[config.mk]
export PLATFORM = sky130hd
export DESIGN_NAME = axi4_lite_regfile
export DESIGN_NICKNAME = d
export VERILOG_FILES = /design/src/rtl/axi4_lite_regfile.sv
export SDC_FILE = /design/constraint.sdc
export NUM_CORES = 2
export LEC_CHECK = 0
export ABC_AREA = 1
export CAP_MARGIN = 5
export CORE_MARGIN = 5
export CORE_UTILIZATION = 47
export CTS_CLUSTER_SIZE = 30
export DETAILED_ROUTE_END_ITERATION = 7
export PLACE_DENSITY_LB_ADDON = 0.2
export SLEW_MARGIN = 20
export SYNTH_ARGS = -nofsm -noshare
export SYNTH_HDL_FRONTEND = slang
export SYNTH_SLANG_ARGS = --single-unit
[constraint.sdc]
create_clock -name ACLK -period 58.4 [get_ports ACLK]
set_input_delay 11.68 -clock ACLK [delete_from_list [all_inputs] [get_ports ACLK]]
set_output_delay 11.68 -clock ACLK [all_outputs]
set_load 0.005 [all_outputs]
[src/rtl/axi4_lite_regfile.sv]
// ---------------------------------------------------------------------------
// axi4_lite_regfile
//
// Purpose:
//    AXI4-Lite slave register file. The read and write paths are independent
//    and run concurrently. AW and W are accepted in any order through
//    one-entry holding registers. Writes honour per-byte strobes. Accesses
//    whose word index falls outside DATA_DEPTH get SLVERR, and every SLVERR
//    bumps a saturating 8-bit error counter.
//
// Parameters:
//    ADDRESS_WIDTH  byte-address width of the AXI address channels
//    DATA_WIDTH     bus/word width, 32 or 64
//    DATA_DEPTH     number of DATA_WIDTH words held in the file
//
// Ports:
//    ACLK            single clock, everything on the rising edge
//    ARESET          asynchronous active-high reset
//    S_AXI_AW*       write address channel (ADDR, VALID in; READY out)
//    S_AXI_W*        write data channel (DATA, STRB, VALID in; READY out)
//    S_AXI_B*        write response channel (RESP, VALID out; READY in)
//    S_AXI_AR*       read address channel (ADDR, VALID in; READY out)
//    S_AXI_R*        read data channel (DATA, RESP, VALID out; READY in)
//    ERR_COUNT       saturating count of SLVERR responses on both paths
// ---------------------------------------------------------------------------
module axi4_lite_regfile #(
   parameter int ADDRESS_WIDTH = 32,
   parameter int DATA_WIDTH    = 32,
   parameter int DATA_DEPTH    = 32
) (
   input  logic                      ACLK,
   input  logic                      ARESET,
   input  logic [ADDRESS_WIDTH-1:0]  S_AXI_AWADDR,
   input  logic                      S_AXI_AWVALID,
   output logic                      S_AXI_AWREADY,
   input  logic [DATA_WIDTH-1:0]     S_AXI_WDATA,
   input  logic [DATA_WIDTH/8-1:0]   S_AXI_WSTRB,
   input  logic                      S_AXI_WVALID,
   output logic                      S_AXI_WREADY,
   output logic [1:0]                S_AXI_BRESP,
   output logic                      S_AXI_BVALID,
   input  logic                      S_AXI_BREADY,
   input  logic [ADDRESS_WIDTH-1:0]  S_AXI_ARADDR,
   input  logic                      S_AXI_ARVALID,
   output logic                      S_AXI_ARREADY,
   output logic [DATA_WIDTH-1:0]     S_AXI_RDATA,
   output logic [1:0]                S_AXI_RRESP,
   output logic                      S_AXI_RVALID,
   input  logic                      S_AXI_RREADY,
   output logic [7:0]                ERR_COUNT
);

   localparam int LSB        = (DATA_WIDTH == 64) ? 3 : 2;
   localparam int STRB_WIDTH = DATA_WIDTH / 8;
   localparam int IDX_WIDTH  = ADDRESS_WIDTH - LSB;
   localparam int MEM_AW     = (DATA_DEPTH > 1) ? $clog2(DATA_DEPTH) : 1;
   localparam logic [IDX_WIDTH:0] DEPTH_LIMIT = (IDX_WIDTH + 1)'(DATA_DEPTH);
   localparam logic [1:0] RESP_OKAY   = 2'b00;
   localparam logic [1:0] RESP_SLVERR = 2'b10;

   typedef enum logic {
      R_IDLE,
      R_DATA
   } read_state_t;

   logic [DATA_WIDTH-1:0]  mem [DATA_DEPTH];

   logic                   aw_full;
   logic                   w_full;
   logic                   aw_full_next;
   logic                   w_full_next;
   logic [IDX_WIDTH-1:0]   aw_idx_q;
   logic [DATA_WIDTH-1:0]  w_data_q;
   logic [STRB_WIDTH-1:0]  w_strb_q;
   read_state_t            read_state;

   logic [IDX_WIDTH-1:0]   ar_idx;
   logic [MEM_AW-1:0]      aw_mem_idx;
   logic [MEM_AW-1:0]      ar_mem_idx;
   logic                   aw_in_range;
   logic                   ar_in_range;
   logic                   aw_hs;
   logic                   w_hs;
   logic                   ar_hs;
   logic                   commit;
   logic                   w_err;
   logic                   r_err;
   logic [8:0]             err_sum;
   logic                   unused_addr_bits;

   // Byte-offset bits below LSB never affect which word is accessed, so an
   // unaligned address simply lands on its containing word.
   assign unused_addr_bits = &{1'b0, S_AXI_AWADDR[LSB-1:0], S_AXI_ARADDR[LSB-1:0]};

   assign ar_idx      = S_AXI_ARADDR[ADDRESS_WIDTH-1:LSB];
   assign aw_mem_idx  = aw_idx_q[MEM_AW-1:0];
   assign ar_mem_idx  = ar_idx[MEM_AW-1:0];
   assign aw_in_range = ({1'b0, aw_idx_q} < DEPTH_LIMIT);
   assign ar_in_range = ({1'b0, ar_idx} < DEPTH_LIMIT);

   assign aw_hs  = S_AXI_AWVALID & S_AXI_AWREADY;
   assign w_hs   = S_AXI_WVALID & S_AXI_WREADY;
   assign ar_hs  = S_AXI_ARVALID & S_AXI_ARREADY;

   // A write retires only when both halves are held and the B channel is
   // free (or being freed on this very edge).
   assign commit = aw_full & w_full & (~S_AXI_BVALID | S_AXI_BREADY);
   assign w_err  = commit & ~aw_in_range;
   assign r_err  = ar_hs & ~ar_in_range;
   assign err_sum = {1'b0, ERR_COUNT} + {8'd0, w_err} + {8'd0, r_err};

   // Next-state of the two holding-register flags. The readies are the
   // registered inverse of these, which is why they reassert on the commit
   // edge itself rather than one cycle later.
   always_comb begin
      aw_full_next = aw_full;
      w_full_next  = w_full;
      if (commit) begin
         aw_full_next = 1'b0;
         w_full_next  = 1'b0;
      end else begin
         if (aw_hs) aw_full_next = 1'b1;
         if (w_hs)  w_full_next  = 1'b1;
      end
   end

   // Write-path control: capture AW and W into their holding registers,
   // drive the registered readies, and raise BVALID/BRESP on commit. A new
   // commit on the same edge as a B handshake keeps BVALID high for the
   // next response.
   always_ff @(posedge ACLK or posedge ARESET) begin
      if (ARESET) begin
         aw_full       <= 1'b0;
         w_full        <= 1'b0;
         aw_idx_q      <= '0;
         w_data_q      <= '0;
         w_strb_q      <= '0;
         S_AXI_AWREADY <= 1'b0;
         S_AXI_WREADY  <= 1'b0;
         S_AXI_BVALID  <= 1'b0;
         S_AXI_BRESP   <= RESP_OKAY;
      end else begin
         aw_full       <= aw_full_next;
         w_full        <= w_full_next;
         S_AXI_AWREADY <= ~aw_full_next;
         S_AXI_WREADY  <= ~w_full_next;
         if (aw_hs) begin
            aw_idx_q <= S_AXI_AWADDR[ADDRESS_WIDTH-1:LSB];
         end
         if (w_hs) begin
            w_data_q <= S_AXI_WDATA;
            w_strb_q <= S_AXI_WSTRB;
         end
         if (commit) begin
            S_AXI_BVALID <= 1'b1;
            S_AXI_BRESP  <= aw_in_range ? RESP_OKAY : RESP_SLVERR;
         end else if (S_AXI_BREADY) begin
            S_AXI_BVALID <= 1'b0;
         end
      end
   end

   // Storage array. Only the strobed byte lanes of an in-range commit are
   // touched; an all-zero strobe is a legal no-op write.
   always_ff @(posedge ACLK or posedge ARESET) begin
      if (ARESET) begin
         for (int i = 0; i < DATA_DEPTH; i++) begin
            mem[i] <= '0;
         end
      end else if (commit && aw_in_range) begin
         for (int i = 0; i < STRB_WIDTH; i++) begin
            if (w_strb_q[i]) begin
               mem[aw_mem_idx][8*i +: 8] <= w_data_q[8*i +: 8];
            end
         end
      end
   end

   // Read path state machine. The word is captured on the AR handshake edge
   // and held until the master takes it. Because the memory update above is
   // non-blocking, a capture on the same edge as a commit to that word sees
   // the old contents. Leaving reset, ARREADY comes up on the first edge.
   always_ff @(posedge ACLK or posedge ARESET) begin
      if (ARESET) begin
         read_state    <= R_IDLE;
         S_AXI_ARREADY <= 1'b0;
         S_AXI_RVALID  <= 1'b0;
         S_AXI_RDATA   <= '0;
         S_AXI_RRESP   <= RESP_OKAY;
      end else begin
         case (read_state)
            R_IDLE: begin
               if (ar_hs) begin
                  S_AXI_RDATA   <= ar_in_range ? mem[ar_mem_idx] : '0;
                  S_AXI_RRESP   <= ar_in_range ? RESP_OKAY : RESP_SLVERR;
                  S_AXI_RVALID  <= 1'b1;
                  S_AXI_ARREADY <= 1'b0;
                  read_state    <= R_DATA;
               end else begin
                  S_AXI_ARREADY <= 1'b1;
               end
            end
            R_DATA: begin
               if (S_AXI_RREADY) begin
                  S_AXI_RVALID  <= 1'b0;
                  S_AXI_ARREADY <= 1'b1;
                  read_state    <= R_IDLE;
               end
            end
            default: begin
               read_state <= R_IDLE;
            end
         endcase
      end
   end

   // Error counter: both paths may report on the same edge, so the sum is
   // formed one bit wider and clamped at 255.
   always_ff @(posedge ACLK or posedge ARESET) begin
      if (ARESET) begin
         ERR_COUNT <= 8'd0;
      end else if (w_err || r_err) begin
         ERR_COUNT <= err_sum[8] ? 8'hFF : err_sum[7:0];
      end
   end

endmodule

==> run summary <==
Setup crit start kind: input port
first-pass GRT wire length: 277.5 mm
syn avg cell area: 7.419 um2
final core occ: 52.29%
worst-margin pin slew: 1130 ps
DRC: 0
crit-path max FO: 183
H-tree Lvls: 4
Initial Util: 47.15%
busiest metal layer after global routing: met2
Pleak: 31.97 nW
CP Class: input port to flop
synthesized area: 55530 um2
RSZ-0062 raised after global routing: no
part of the Yosys area used for sequential elements: 51.37%
Cells after Synth: 7485
Seq cells post-synth: 1140
post-CTS resize count: 0
GR Layer Usage met2: 42.12%
Placer Congestion: 0.8380
Synth area leaders: dfrtp_1 (51%), nand2_1 (24%), nand3_1 (18%), clkbuf_1 (2.5%), buf_4 (1.3%)
DRT Pass-1 Iters: 6
fin crit share: 26.89%
met3 usage: 4.873%
most common cell after layout, fill and taps aside: nand2_1
Final Setup Violations: 0
Max VDD drop: 0.02869 mV
initial antenna violation count: 1
chip width: 353.7 um
fmax: 0.06367 GHz
sum of negative setup slack: 0 ps
Total Routed Length: 176.9 mm
post-synthesis xor/xnor area fraction: 0.04732%
gr ovfl total: 0
Total GRT Usage: 27.74%
post-route clock skew: 29.93 ps
register clock-pin slew on the reported worst setup and hold paths: 60 ps
Ys Warns: 0
DIE AREA: 125100 um2
fin crit period: 15700 ps
MaxCap Viol Count: 0
vias in the first global route: 46877
Vias: 50002
largest family of logic cells by synthesized area: simple AND/OR/NAND/NOR gates
WP data arrival: 16370 ps
Top Ports: 156
largest net degree at the start of global routing: 184
Post-CTS Setup Bufs: 0
worst skew pair latency: 740 ps
met1 Use GR: 40.91%
Simple-Gate Fraction of Synth Area: 42.84%
status: finished clean
Area growth syn-to-layout: 10.89%
Yosys top cell area share: 51.37%
post-synthesis compound-gate area fraction: 0.2569%
Unique masters post-synth: 27
FP Rows: 126
fin nets: 7403
final hold vios: 0
quantity of hold-fixing buffers added after cts: 0
Core Area: 117800 um2
Synth Area in Adders: 0.05858%
PwrDens: 33.27 nW/um2
mux contribution to synthesized area: 0%
critical path capture point type: flop
Root Buffer: clkbuf_16
Pins Over Slew Limit: 0
cts bufs inserted: 130
DRT iter0 DRCs: 6398
Routed Antenna Nets: 0
DP HPWL: 101.4 mm
Die H: 353.7 um
Clock Tree Buf Depth: 3
worst hold path class: flop to flop
CTS tree: yes
Slew HR: 24.64%
share of layout cells above drive strength 1: 4.781%
Wirelength per Cell: 19.83 um
WP data required: 59070 ps
Vias/cell: 5.605
Clock Sinks: 1140
IO Port Bufs: 149
dominant cell type by area after synthesis: dfrtp_1
most frequent cells in the layout: nand2_1 (3617), nand3_1 (1965), dfrtp_1 (1138), clkdlybuf4s50_1 (144), clkbuf_16 (137)
## state kept, by name (all words and copies together) (netlist names), 4 cells and up
signal	cells
w_data_q	32
aw_idx_q	30
S_AXI_RDATA	32
w_strb_q	4
mem	1024
ERR_COUNT	8
## final timing paths
| path | start | endpoint | slack [ps] | depth (start not counted) |
|---|---|---|---|---|
| worst max-delay path | S_AXI_ARADDR[2] | S_AXI_RDATA[13] | 42700 | 13 |
| worst min-delay path | read_state | S_AXI_RVALID | 470 | 1 |
| worst max register to register | aw_idx_q[19] | mem[917] | 54150 | 11 |
| worst min register to register | read_state | S_AXI_RVALID | 470 | 1 |
| max in group asynchronous | ARESET | mem[672] | 43110 | 7 |
| min in group asynchronous | ARESET | mem[202] | 11490 | 2 |
## critical path: stages
cell,delay (ps)
buf_8,300
buf_4,680
buf_4,690
buf_12,650
buf_4,910
nand2_1,110
nand3_1,170
nand3_1,160
nand3_1,170
nand2_1,70
nand2_1,130
nand3_1,160
nand2_1,100
## routing by layer
layer | wire, um | vias up | part of all wire (%)
met1 | 77990 | 24129 | 44
met5 | 0 | - | 0
met3 | 14610 | 249 | 8.3
met2 | 79630 | 1927 | 45
li1 | - | 23697 | -
met4 | 4685 | 0 | 2.6
## logic make-up (layout without fill, tap and decap cells)
kind of cell | count (synthesis) | count (layout)
other | 1 | 3
AO/OA/AOI/OAI | 28 | 28
flip-flops | 1140 | 1140
adder cells (fa/ha/maj) | 2 | 2
XOR/XNOR | 3 | 3
buffers and inverters | 659 | 557
AND/OR/NAND/NOR | 5652 | 5652
## synthesized netlist by cell type
library cell and count:
o21ai_0 26, clkbuf_4 2, or2_2 2, inv_1 52
inv_2 3, nand2_2 3, nor2_8 4, clkbuf_1 363
clkinv_1 16, buf_6 8, buf_1 30, buf_2 91
a22oi_1 1, nand4_1 6, nand3_1 1966, a21oi_1 1
fa_1 1, buf_4 94, dfrtp_1 1140, nor3_1 3
ha_1 1, conb_1 1, nor2_1 48, xor2_1 3
nand2_1 3618, nand3_4 1, nor2_2 1
## final cells by class
| class | instances | area [um2] |
|---|---|---|
| inverters | 71 | 291.5 |
| clock buffers | 194 | 3933 |
| diodes | 1 | 2.502 |
| clock inverters | 28 | 300.3 |
| multi-input cells | 5687 | 24130 |
| fillers | 11227 | 56190 |
| well taps | 1536 | 1922 |
| flip-flops and latches | 1140 | 28530 |
| repair buffers | 264 | 2464 |
## report_power, final
| group | switching (W) | total (W) | internal [W] |
|---|---|---|---|
| clock | 0.000333 | 0.000819 | 0.000486 |
| combinational | 0.000316 | 0.000384 | 0.0000686 |
| sequential | 0.0000286 | 0.000846 | 0.000817 |
## metrics by stage
stage | hold slack [ps] | power (W) | area (um2) | setup WS, ps | instances
6_report | 466.8 | 0.002048 | 61570 | 42700 | 8921
5_1_grt | 479.2 | 0.002117 | 61570 | 42430 | 8920
4_1_cts | 464.6 | 0.002049 | 61540 | 42850 | 8919
3_5_place_dp | 456.1 | 0.001235 | 57310 | 42090 | 8697
3_3_place_gp | 450.5 | 0.001233 | 57310 | 42010 | 8697
2_1_floorplan | 440.4 | 0.001067 | 55530 | 14610 | 7486
No activity file was read; power rests on OpenSTA's default activity.
